### src/rtl/vend2_ctrl.sv
// Vending credit/dispense controller: accumulates money, answers vend requests, pays change coin by coin.
// Optional build macro VEND2_AUTO_CHANGE_EN pays out the remaining credit automatically after every vend.
module vend2_ctrl #(
  parameter logic [15:0] MAX_CREDIT = 16'd9999,
  parameter logic [15:0] DENOM_MASK = 16'h0426
) (
  input  logic        clock,
  input  logic        reset,
  input  logic        money_present,
  input  logic [3:0]  money_amount,
  output logic        vend_idle,
  output logic        money_return,
  output logic [3:0]  return_amount,
  input  logic        return_complete,
  input  logic        vend_request,
  input  logic [11:0] vend_amount,
  output logic        vend_ok,
  output logic        vend_reject,
  input  logic        vend_complete,
  input  logic        vend_cancel,
  output logic        cancel_complete,
  input  logic [15:0] hopper_empty,
  output logic [15:0] total
);

  typedef enum logic [2:0] {
    S_IDLE,
    S_VEND_WAIT,
    S_REJECT,
    S_RET,
    S_RET_GAP,
    S_CXL_DONE
  } state_t;

  state_t      state, state_nx;
  logic [15:0] total_q, total_nx;
  logic [15:0] price_q, price_nx;
  logic [3:0]  coin_q, coin_nx;
  logic        refund_q, refund_nx;

  // Largest stocked coin value that still fits in the credit; 0 means nothing can be paid.
  function automatic logic [3:0] pick_coin(input logic [15:0] credit, input logic [15:0] empty);
    logic [3:0] best;
    best = 4'd0;
    for (int d = 0; d < 16; d++) begin
      if (DENOM_MASK[d] && !empty[d] && credit >= 16'(d)) best = 4'(d);
    end
    return best;
  endfunction

  logic [3:0]  coin_cur;
  logic [16:0] money_sum;

  assign coin_cur  = pick_coin(total_q, hopper_empty);
  assign money_sum = {1'b0, total_q} + {13'd0, money_amount};

`ifdef VEND2_AUTO_CHANGE_EN
  logic [15:0] total_after;
  logic [3:0]  coin_after;
  assign total_after = total_q - price_q;
  assign coin_after  = pick_coin(total_after, hopper_empty);
`endif

  // NOTE: every variable gets a default before the case so no path leaves one unassigned (no latches).
  always_comb begin
    state_nx  = state;
    total_nx  = total_q;
    price_nx  = price_q;
    coin_nx   = coin_q;
    refund_nx = refund_q;
    case (state)
      S_IDLE: begin
        if (vend_cancel) begin
          refund_nx = 1'b1;
          coin_nx   = coin_cur;
          state_nx  = (coin_cur == 4'd0) ? S_CXL_DONE : S_RET;
        end else if (money_present) begin
          if (money_amount != 4'd0) begin
            if (money_sum <= {1'b0, MAX_CREDIT}) begin
              total_nx = money_sum[15:0];
            end else begin
              refund_nx = 1'b0;
              coin_nx   = money_amount;
              state_nx  = S_RET;
            end
          end
        end else if (vend_request) begin
          price_nx = {4'd0, vend_amount};
          if (vend_amount != 12'd0 && {4'd0, vend_amount} <= total_q) state_nx = S_VEND_WAIT;
          else                                                        state_nx = S_REJECT;
        end
      end
      S_VEND_WAIT: begin
        if (vend_cancel) begin
          refund_nx = 1'b1;
          coin_nx   = coin_cur;
          state_nx  = (coin_cur == 4'd0) ? S_CXL_DONE : S_RET;
        end else if (vend_complete) begin
          total_nx = total_q - price_q;
`ifdef VEND2_AUTO_CHANGE_EN
          refund_nx = 1'b1;
          coin_nx   = coin_after;
          if (total_after == 16'd0)    state_nx = S_IDLE;
          else if (coin_after == 4'd0) state_nx = S_CXL_DONE;
          else                         state_nx = S_RET;
`else
          state_nx = S_IDLE;
`endif
        end
      end
      S_REJECT: state_nx = S_IDLE;
      S_RET: begin
        if (return_complete) begin
          if (refund_q) begin
            total_nx = total_q - {12'd0, coin_q};
            state_nx = S_RET_GAP;
          end else begin
            state_nx = S_IDLE;
          end
        end
      end
      S_RET_GAP: begin
        // total already reflects the coin just paid, so the choice uses the remaining credit.
        coin_nx  = coin_cur;
        state_nx = (coin_cur == 4'd0) ? S_CXL_DONE : S_RET;
      end
      S_CXL_DONE: state_nx = S_IDLE;
      default:    state_nx = S_IDLE;
    endcase
  end

  // NOTE: sequential state uses non-blocking assignments so all registers update together on the edge.
  always_ff @(posedge clock or negedge reset) begin
    if (!reset) begin
      state    <= S_IDLE;
      total_q  <= 16'd0;
      price_q  <= 16'd0;
      coin_q   <= 4'd0;
      refund_q <= 1'b0;
    end else begin
      state    <= state_nx;
      total_q  <= total_nx;
      price_q  <= price_nx;
      coin_q   <= coin_nx;
      refund_q <= refund_nx;
    end
  end

  assign vend_idle       = (state == S_IDLE);
  assign money_return    = (state == S_RET);
  assign return_amount   = (state == S_RET) ? coin_q : 4'd0;
  assign vend_ok         = (state == S_VEND_WAIT);
  assign vend_reject     = (state == S_REJECT);
  assign cancel_complete = (state == S_CXL_DONE);
  assign total           = total_q;

endmodule
### config.mk
export PLATFORM = sky130hd
export DESIGN_NAME = vend2_ctrl
export DESIGN_NICKNAME = d
export VERILOG_FILES = /design/src/rtl/vend2_ctrl.sv
export SDC_FILE = /design/constraint.sdc
export NUM_CORES = 1
export LEC_CHECK = 0
export ABC_AREA = 1
export BUFFER_PORTS_ARGS = -buffer_cell sky130_fd_sc_hd__buf_2
export CAP_MARGIN = 20
export CORE_ASPECT_RATIO = 1.1
export CORE_UTILIZATION = 29
export DETAILED_ROUTE_END_ITERATION = 8
export HOLD_SLACK_MARGIN = 0.03
export PLACE_DENSITY_LB_ADDON = 0.08
export SLEW_MARGIN = 15
export SYNTH_ARGS = -nofsm -noshare
export SYNTH_HDL_FRONTEND = slang
export SYNTH_SLANG_ARGS = --single-unit
### constraint.sdc
create_clock -name clock -period 3.7 [get_ports clock]
set_clock_uncertainty 0.15 [all_clocks]
set_input_delay 0.74 -clock clock [delete_from_list [all_inputs] [get_ports clock]]
set_output_delay 0.74 -clock clock [all_outputs]
set_load 0.05 [all_outputs]
After elaboration in Yosys (flattened, before gate mapping)
Cells that the tools add are included.
{"block": "totals", "regBits": 36, "inputBits": 39, "out_inout_bits": 25, "wordCells": 96}
{"block": "op_classes", "add_sub_neg": 3, "order_cmp": 6, "n_eq_ne": 21, "n_mux": 38, "bitwise_logic": 2, "n_reduce_logical": 21}
{"cell": "$mux W16", "n": 8}
{"cell": "$pmux W16 S3", "n": 1}
{"cell": "$mux W3", "n": 11}
{"cell": "$mux W4", "n": 7}
{"cell": "$add A16 B4 Y17", "n": 1}
{"cell": "$le A17 B14 Y1 const B", "n": 1}
{"cell": "$ge A16 B1 Y1 const B", "n": 1}
{"cell": "$ge A16 B2 Y1 const B", "n": 1}
{"cell": "$ge A16 B3 Y1 const B", "n": 1}
{"cell": "$ge A16 B4 Y1 const B", "n": 1}
{"cell": "$le A12 B16 Y1", "n": 1}
{"cell": "$sub A16 B12 Y16", "n": 1}
{"cell": "$sub A16 B4 Y16", "n": 1}
{"cell": "$reduce_and A5 Y1", "n": 3}
{"cell": "$ne A2 B1 Y1 const B", "n": 6}
{"cell": "$pmux W3 S4", "n": 1}
{"cell": "$pmux W4 S3", "n": 1}
{"cell": "$reduce_bool A12 Y1", "n": 1}
{"cell": "$reduce_and A9 Y1", "n": 1}
{"cell": "$ne A4 B2 Y1 const B", "n": 2}
{"cell": "$eq A3 B2 Y1 const B", "n": 2}
{"cell": "$eq A3 B3 Y1 const B", "n": 2}
{"cell": "$mux W1", "n": 6}
{"cell": "$ne A2 B2 Y1 const B", "n": 3}
{"cell": "16 further kinds", "n": 27}

Longest topological paths before layout
Gate-level depths: netlist of run 1.
{"block": "depth", "word_depth": 10, "ltp_mapped": 23, "depth_no_buf": 23}

Worst setup path after synthesis of run 1
No wires, ideal clock.
{"block": "synth_path", "path_kind": "register to register", "from": "register state[2]", "to": "register total_q[10], in the netlist total[10]", "setup_ns": 0.118, "arrival_ns": 3.774, "required_time_ns": 3.432, "slack_ns": -0.342, "path_stages_with_launch": 21, "n_path_buf": 0, "synth_period_minus_slack_ns": 4.042, "cell_sequence": "dfrtp_1 > nor2_1 > inv_1 > nor2_2 > inv_1 > nor2_1 > o21bai_1 > inv_1 > ha_1 > inv_1 > nor2_1 > o21ai_0 > nand2_1 > a21o_1 > nand2_1 > nand2_1 > or2_2 > nand3_1 > nand2_1 > nand2_1 > nand2_1"}
{"block": "synth_via", "elab_chain_cells": 3, "elab_cells_between_ends": 14, "classes_between": "eq/ne (10); mux (1); reduce/logical (3)"}
{"element": "start, declared", "line_no": "35", "text": "state_t state, state_nx;"}
{"element": "start signal, assigned", "line_no": "141", "text": "state <= state_nx;"}
{"element": "$eq A3 B2 Y1 (*)"}
{"element": "named net money_return", "line_no": "12", "text": "output logic money_return,"}
{"element": "$ne A2 B1 Y1 (no line) / $reduce_bool A3 Y1 (equally long branches)"}
{"element": "$reduce_and A9 Y1 (no line)"}
{"element": "end signal, assigned", "line_no": "142", "text": "total_q <= total_nx;"}
{"element": "end, declared", "line_no": "36", "text": "logic [15:0] total_q, total_nx;"}
Mark *: on every way through the listed nets, which the timed path passes. The rest lies on a longest branch.
A chain may end at the register's enable or synchronous reset.

Worst setup path after layout of run 1
{"block": "layout_path", "from": "register state[2]", "to": "register total_q[11], in the netlist total[11]"}
{"block": "layout_via", "elab_chain_cells": 3, "elab_cells_between_ends": 14, "classes_between": "eq/ne (10); mux (1); reduce/logical (3)"}
{"element": "$eq A3 B1 Y1, or another cell as far along", "line_no": "71", "text": "case (state)"}
{"element": "$ne A2 B2 Y1 (no line), or another cell as far along"}
{"element": "$reduce_and A9 Y1 (no line)"}
Several ways; a longest one is shown, not always the timed one.

==> impl_metrics.py, run 1 <==
metrics = {
    "status": {
        "status": "finished clean",
    },
    "floorplan": {
        "start_util_pct": 30.2,
        "boundaryPins": 64,
        "die_w_um": 109,
        "dieArea_um2": 13100,
        "core_um2": 12200,
        "num_rows": 42,
        "die_h_um": 120,
    },
    "sta": {
        "tightest_slew_ns": 0.749,
        "maxSlewHeadroom_pct": 49.6,
        "timing.final.ws_setup_ns": 0.367,
        "fin_crit_sh_pct": 90.1,
        "tns_ns": 0,
        "hold_viol": 0,
        "fin_crit_ns": 3.33,
        "max_freq_mhz": 300,
        "slew_viol_final": 0,
        "rsz0062_at_grt": "false",
        "final-setup-viol-count": 0,
    },
    "critical_path": {
        "path_depth": 17,
        "cp.arrival_ns": 3.41,
        "required_ns": 3.78,
        "reg2regPathDepth": 17,
        "reg2reg_to": "total[11]",
        "critPathTopFamily": "simple AND/OR/NAND/NOR gates",
        "start_kind": "register",
        "r2r_start": "state[2]",
        "crit_path_end": "total[11]",
        "crit_path_max_fanout": 10,
        "critical_path_class": "reg -> reg",
        "path_common_cell": "inv_1",
        "worstSetupStartpoint": "state[2]",
        "cpPeakStageDelay_ns": 0.42,
        "slowest_stage": "dfrtp_1",
        "end_kind": "register",
        "r2r_setup_slack_ns": 0.37,
        "critPathBufInv": 5,
        "crit_chain": "nor2_1 -> inv_1 -> nor2_4 -> inv_1 -> buf_4 -> o21ai_0 -> inv_1 -> ha_1 -> nand3b_1 -> nand2_1 -> nand3_1 -> nand4_1 -> nand2_1 -> inv_1 -> o21ai_0 -> nand4_1 -> nand2_1",
    },
    "yosys": {
        "synth_top_family_by_area": "simple AND/OR/NAND/NOR gates",
        "synthSimpleGateAreaFrac_pct": 39.6,
        "synth_nets": 638,
        "synth_area_per_cell_um2": 6.47,
        "netlist_area_um2": 3680,
        "yosys_register_bits": 36,
        "synthAdderAreaFrac_pct": 10.6,
        "synth_cell_types": 37,
        "synth_edf_count": 0,
        "ys_warn_count": 0,
        "synth_compound_area_share_pct": 11.8,
        "ys_seq_area_share_pct": 24.5,
        "synth_ff_type": "dfrtp_1",
        "synthMuxAreaShare_pct": 2.75,
        "async_flop_share_pct": 100,
        "synth_xor_area_share_pct": 1.19,
        "synth_cells": 569,
    },
    "power_and_ir_drop": {
        "clkPwrFrac_pct": 10.6,
        "power_density_nw_per_um2": 1110,
        "vdd_ir_drop_max_uv": 423,
        "p_sw_share_pct": 57.8,
        "power_frac_seq_pct": 17.8,
        "leakagePower_nw": 2.25,
        "p_int_mw": 2.01,
        "switchingPower_mw": 2.75,
        "combPwrFrac_pct": 71.6,
    },
    "clocking": {
        "cts-buffers-inserted": 5,
        "cts_tree": "done",
        "clockRootBuffer": "clkbuf_16",
        "clk_latency_ns": 0.30,
        "cts_sinks": 36,
        "cts.path.max_buffers": 2,
        "cts_max_level": 2,
        "cts_hold_buf": 0,
        "clkTransAtPathRegs_ns": 0.06,
    },
    "routing": {
        "routedWlPerCell_um": 15.6,
        "drc": 0,
        "vias": 3855,
        "routed.top_layer": "met4",
        "dr_wl_met2_um": 5760,
        "drt_wl_total_um": 12200,
        "routed_via_density": 4.94,
        "dr.pass1.iters": 4,
        "final_antenna_net_count": 0,
        "drt_iter0_markers": 146,
        "wl_met3_um": 473,
        "wl_met1_um": 5550,
    },
    "finish": {
        "most-common-layout-cells": "177 x nand2_1, 71 x inv_1, 51 x buf_2, 49 x nor2_1, 42 x nand3_1",
        "utilization_pct": 35.2,
        "layout_commonest_cell": "nand2_1",
        "final_area_um2": 4290,
        "syn_to_final_growth_pct": 16.6,
        "drive_gt1_share_pct": 16.6,
        "num_antenna_cells": 0,
        "instances_no_fill": 780,
        "fin_nets": 694,
    },
    "global_routing": {
        "grt_max_degree": 37,
        "grt_pass1_vias": 3860,
        "grt_pass1_wl_um": 20000,
        "overflow": 0,
        "antenna_found_initial": 0,
        "grt_usage_pct": 20.3,
    },
    "place": {
        "dp_slack_ns": 0.161,
        "placed_area_um2": 4110,
        "placed_cells": 771,
        "io_buffers": 51,
        "dpl.hpwl_um": 9640,
        "place.gp.congestion": 0.873,
    },
    "flow_run": {
        "drv_cap": 0,
    },
    "min_path": {
        "hold_path_class": "in -> async",
    },
}
-- logic make-up (layout without fill, tap and decap cells) --
group / after synthesis / count (layout)
adders and majority gates: 30 / 30
DFF: 36 / 36
muxes: 9 / 9
buffers and inverters: 82 / 139
AOI/OAI and AO/OA: 76 / 76
xor gates and xnor gates: 5 / 5
and+or+nand+nor: 331 / 331
-- sequential cells by signal, summed over array words and instances, names as in the netlist --
register,cells
total,16
state,3
refund_q,1
price_q,12
coin_q,4
-- final cells by class --
class,count,area (µm²)
inverters,73,274
repair buffers,58,320
well taps,154,193
flip-flops and latches,36,901
multi-input cells,451,2440
clock inverters,2,35.0
clock buffers,6,129
fillers,1370,7900
-- timing repair --
item / in CTS / in global routing
resized for setup: 0 / 1
setup endpoints to repair: 0 / 1
setup buffers: 0 / 0
-- per-layer routing --
| metal | GRT usage (%) | vias to the layer above |
|---|---|---|
| met3 | 3.64 | 17 |
| li1 | - | 1983 |
| met1 | 25.5 | 1773 |
| met5 | 0 | - |
| met4 | 8.50 | 0 |
| met2 | 33.8 | 82 |
-- worst min-delay path by stage --
stage / cells after the start / slack [ns] / startpoint / endpoint
after floorplan: 0 / 0.29 / reset / coin_q[0]
after global placement: 2 / 0.31 / coin_q[2] / coin_q[2]
after detailed placement: 2 / 0.31 / coin_q[2] / coin_q[2]
after CTS: 2 / 0.33 / coin_q[2] / coin_q[2]
after global routing: 1 / 0.19 / reset / total[8]
final: 1 / 0.17 / reset / total[8]
-- per-stage QoR --
| stage | total power, mW | hold slack, ns |
|---|---|---|
| after floorplan | 3.39 | 0.292 |
| after global placement | 4.27 | 0.309 |
| after detailed placement | 4.28 | 0.314 |
| after CTS | 4.82 | 0.330 |
| after global routing | 5.31 | 0.191 |
| final | 4.76 | 0.169 |
-- Yosys cell counts, types with 2 or more instances --
| cell | number | area share, % |
|---|---|---|
| o22ai_1 | 2 | 0.34 |
| nor2_2 | 8 | 1.4 |
| inv_1 | 71 | 7.2 |
| dfrtp_1 | 36 | 24 |
| a21oi_1 | 26 | 3.5 |
| clkbuf_1 | 4 | 0.41 |
| nand3_1 | 42 | 5.7 |
| o21bai_1 | 8 | 1.6 |
| buf_6 | 4 | 1.2 |
| nor4_1 | 6 | 1.0 |
| nand3_2 | 3 | 0.82 |
| or2_2 | 2 | 0.34 |
| nand4_1 | 22 | 3.7 |
| mux2_2 | 9 | 2.8 |
| fa_1 | 2 | 1.1 |
| nor2_1 | 52 | 5.3 |
| ha_1 | 28 | 9.5 |
| o21ai_0 | 28 | 3.8 |
| nand2_1 | 177 | 18 |
| o21a_1 | 3 | 0.61 |
| xor2_1 | 4 | 0.95 |
| a21o_1 | 2 | 0.41 |
| nor3_1 | 5 | 0.68 |
| nand2_2 | 12 | 2.0 |
-- power groups by stage --
stage | sequential [mW] | combinational [mW] | clock, mW
final | 0.850 | 3.41 | 0.504
after CTS | 0.855 | 3.44 | 0.529
after global placement | 0.861 | 3.41 | 0
after detailed placement | 0.862 | 3.42 | 0
after floorplan | 1.03 | 2.36 | 0
after global routing | 0.893 | 3.88 | 0.543
(Power assumes the default switching activity.)
==> run 2, diff against run 1 <==
--- a/config.mk
+++ b/config.mk
@@ -8,2 +8,3 @@
 export ABC_AREA = 1
+export ABC_CLOCK_PERIOD_IN_PS = 3700
 export BUFFER_PORTS_ARGS = -buffer_cell sky130_fd_sc_hd__buf_2
@@ -11,3 +12,3 @@
 export CORE_ASPECT_RATIO = 1.1
-export CORE_UTILIZATION = 29
+export CORE_UTILIZATION = 58
 export DETAILED_ROUTE_END_ITERATION = 8
--- a/constraint.sdc
+++ b/constraint.sdc
@@ -4,2 +4,2 @@
 set_output_delay 0.74 -clock clock [all_outputs]
-set_load 0.05 [all_outputs]
+set_load 0.01 [all_outputs]
==> run 2 against run 1 <==
  * Fmax rose by 1.6%
  * Count of clock-buffer cells in the layout did not move
  * Total power fell by 12%
  * Global-route usage rose by 13 points
  * Sequential cell count did not move
  * Clock power fell by 29%
  * Wire length fell by 14%
  * Critical path depth rose by 3
  * Sequential power fell by 1%
  * Worst setup slack improved by 0.053 ns
  * Utilization rose by 31 points
==> impl_metrics.py, run 2 (synthesized netlist as in run 1, its figures left out) <==
metrics = {
    "status": {
        "status": "finished clean",
    },
    "clocking": {
        "clockRootBuffer": "clkbuf_8",
        "cts_hold_buf": 0,
        "clkTransAtPathRegs_ns": 0.08,
        "cts_sinks": 36,
        "cts_resized": 0,
        "cts_max_level": 2,
        "post-cts-setup-buffers": 0,
        "cts.path.max_buffers": 2,
        "cts_tree": "done",
        "cts-buffers-inserted": 5,
        "clk_latency_ns": 0.30,
    },
    "critical_path": {
        "crit_path_end": "total[9]",
        "crit_path_max_fanout": 13,
        "cpPeakStageDelay_ns": 0.38,
        "reg2reg_to": "total[9]",
        "reg2regPathDepth": 20,
        "critical_path_class": "reg -> reg",
        "crit_chain": "inv_1 -> nor2_1 -> inv_1 -> nor2_2 -> inv_1 -> buf_4 -> nor2_1 -> o21bai_1 -> inv_1 -> ha_1 -> a21oi_1 -> nand2_1 -> a21boi_0 -> o21ai_0 -> nand3_1 -> nand2_1 -> a21oi_1 -> a21oi_1 -> nand2_1 -> nand2_1",
        "end_kind": "register",
        "worstSetupStartpoint": "state[0]",
        "start_kind": "register",
        "r2r_setup_slack_ns": 0.42,
        "r2r_start": "state[0]",
        "slowest_stage": "dfrtp_1",
        "required_ns": 3.74,
        "cp.arrival_ns": 3.32,
    },
    "floorplan": {
        "die_w_um": 77.9,
        "num_rows": 30,
        "boundaryPins": 64,
        "dieArea_um2": 6670,
        "core_um2": 6160,
        "die_h_um": 85.5,
        "start_util_pct": 59.8,
    },
    "global_routing": {
        "grt_usage_pct": 33.0,
        "grt_pass1_vias": 3765,
        "overflow": 0,
        "grt_pass1_wl_um": 17100,
        "antenna_found_initial": 0,
        "grt_max_degree": 37,
    },
    "finish": {
        "drive_gt1_share_pct": 15.9,
        "layout_commonest_cell": "nand2_1",
        "syn_to_final_growth_pct": 11.4,
        "largest_register_ff_count": 16,
        "num_antenna_cells": 0,
        "fin_nets": 692,
        "most-common-layout-cells": "177 x nand2_1, 71 x inv_1, 52 x nor2_1, 51 x buf_2, 42 x nand3_1",
    },
    "flow_run": {
        "drv_cap": 0,
    },
    "routing": {
        "drt_iter0_markers": 275,
        "vias": 3995,
        "routed_via_density": 5.67,
        "dr.pass1.iters": 5,
        "drt_wl_total_um": 10500,
        "routedWlPerCell_um": 14.8,
        "drc": 0,
        "final_antenna_net_count": 0,
    },
    "place": {
        "place.gp.congestion": 0.991,
        "dpl.hpwl_um": 8190,
        "io_buffers": 51,
    },
    "min_path": {
        "hp-start": "coin_q[1]",
        "hold_path_class": "reg -> reg",
    },
    "power_and_ir_drop": {
        "vdd_ir_drop_max_uv": 479,
        "power_density_nw_per_um2": 1020,
        "leakagePower_nw": 2.21,
    },
    "sta": {
        "tightest_slew_ns": 0.862,
        "maxSlewHeadroom_pct": 42.5,
        "fin_crit_ns": 3.28,
        "slew_viol_final": 0,
        "tns_ns": 0,
        "hold_viol": 0,
        "max_freq_mhz": 305,
        "final-setup-viol-count": 0,
        "rsz0062_at_grt": "false",
        "fin_crit_sh_pct": 88.6,
        "hold_ws_ns": 0.333,
    },
}
[run 2: final cells by class]
class / count / area [µm²]
multi-input cells: 451 / 2420
fillers: 580 / 2060
flip-flops and latches: 36 / 901
clock buffers: 6 / 72.6
clock inverters: 2 / 35.0
repair buffers: 56 / 293
well taps: 80 / 100
inverters: 73 / 274
[run 2: how the worst min path moves through the flow]
stage / end / cells past startpoint / slack (ns)
finish: coin_q[1] / 2 / 0.33
global route: coin_q[3] / 2 / 0.36
CTS: coin_q[1] / 2 / 0.33
detailed placement: coin_q[1] / 2 / 0.31
global placement: coin_q[3] / 2 / 0.30
floorplan: coin_q[0] / 0 / 0.29
[run 2: critical path: cells and delay by family (launching register included)]
| kind | cells | cell delay (ns) |
|---|---|---|
| AND/OR/NAND/NOR | 8 | 0.79 |
| flip-flops | 1 | 0.38 |
| buffers and inverters | 5 | 0.54 |
| AO/OA/AOI/OAI | 6 | 1.02 |
| adder cells (fa/ha/maj) | 1 | 0.30 |
[run 2: power by group]
| part | switching (mW) | internal [mW] |
|---|---|---|
| combinational | 1.91 | 1.07 |
| clock | 0.159 | 0.200 |
| sequential | 0.251 | 0.587 |
| total | 2.32 | 1.86 |
[run 2: metal layers]
layer	vias up	global-route usage [%]	wire, µm
li1	1977	-	-
met1	1830	38.2	4400
met2	152	58.3	5080
met3	36	4.04	495
met4	0	19.7	484
met5	-	0	0
[run 2: metrics by stage]
step | total power [mW] | std cells | instance area, µm² | worst slack [ns] | utilization [%]
5_1_grt | 4.61 | 704 | 4100 | 0.0834 | 66.6
6_report | 4.18 | 704 | 4100 | 0.421 | 66.6
2_1_floorplan | 3.03 | 569 | 3680 | 0.613 | -
3_5_place_dp | 3.79 | 696 | 3990 | 0.386 | 64.9
4_1_cts | 4.15 | 704 | 4100 | 0.430 | 66.6
3_3_place_gp | 3.70 | 696 | 3990 | 0.450 | 64.9
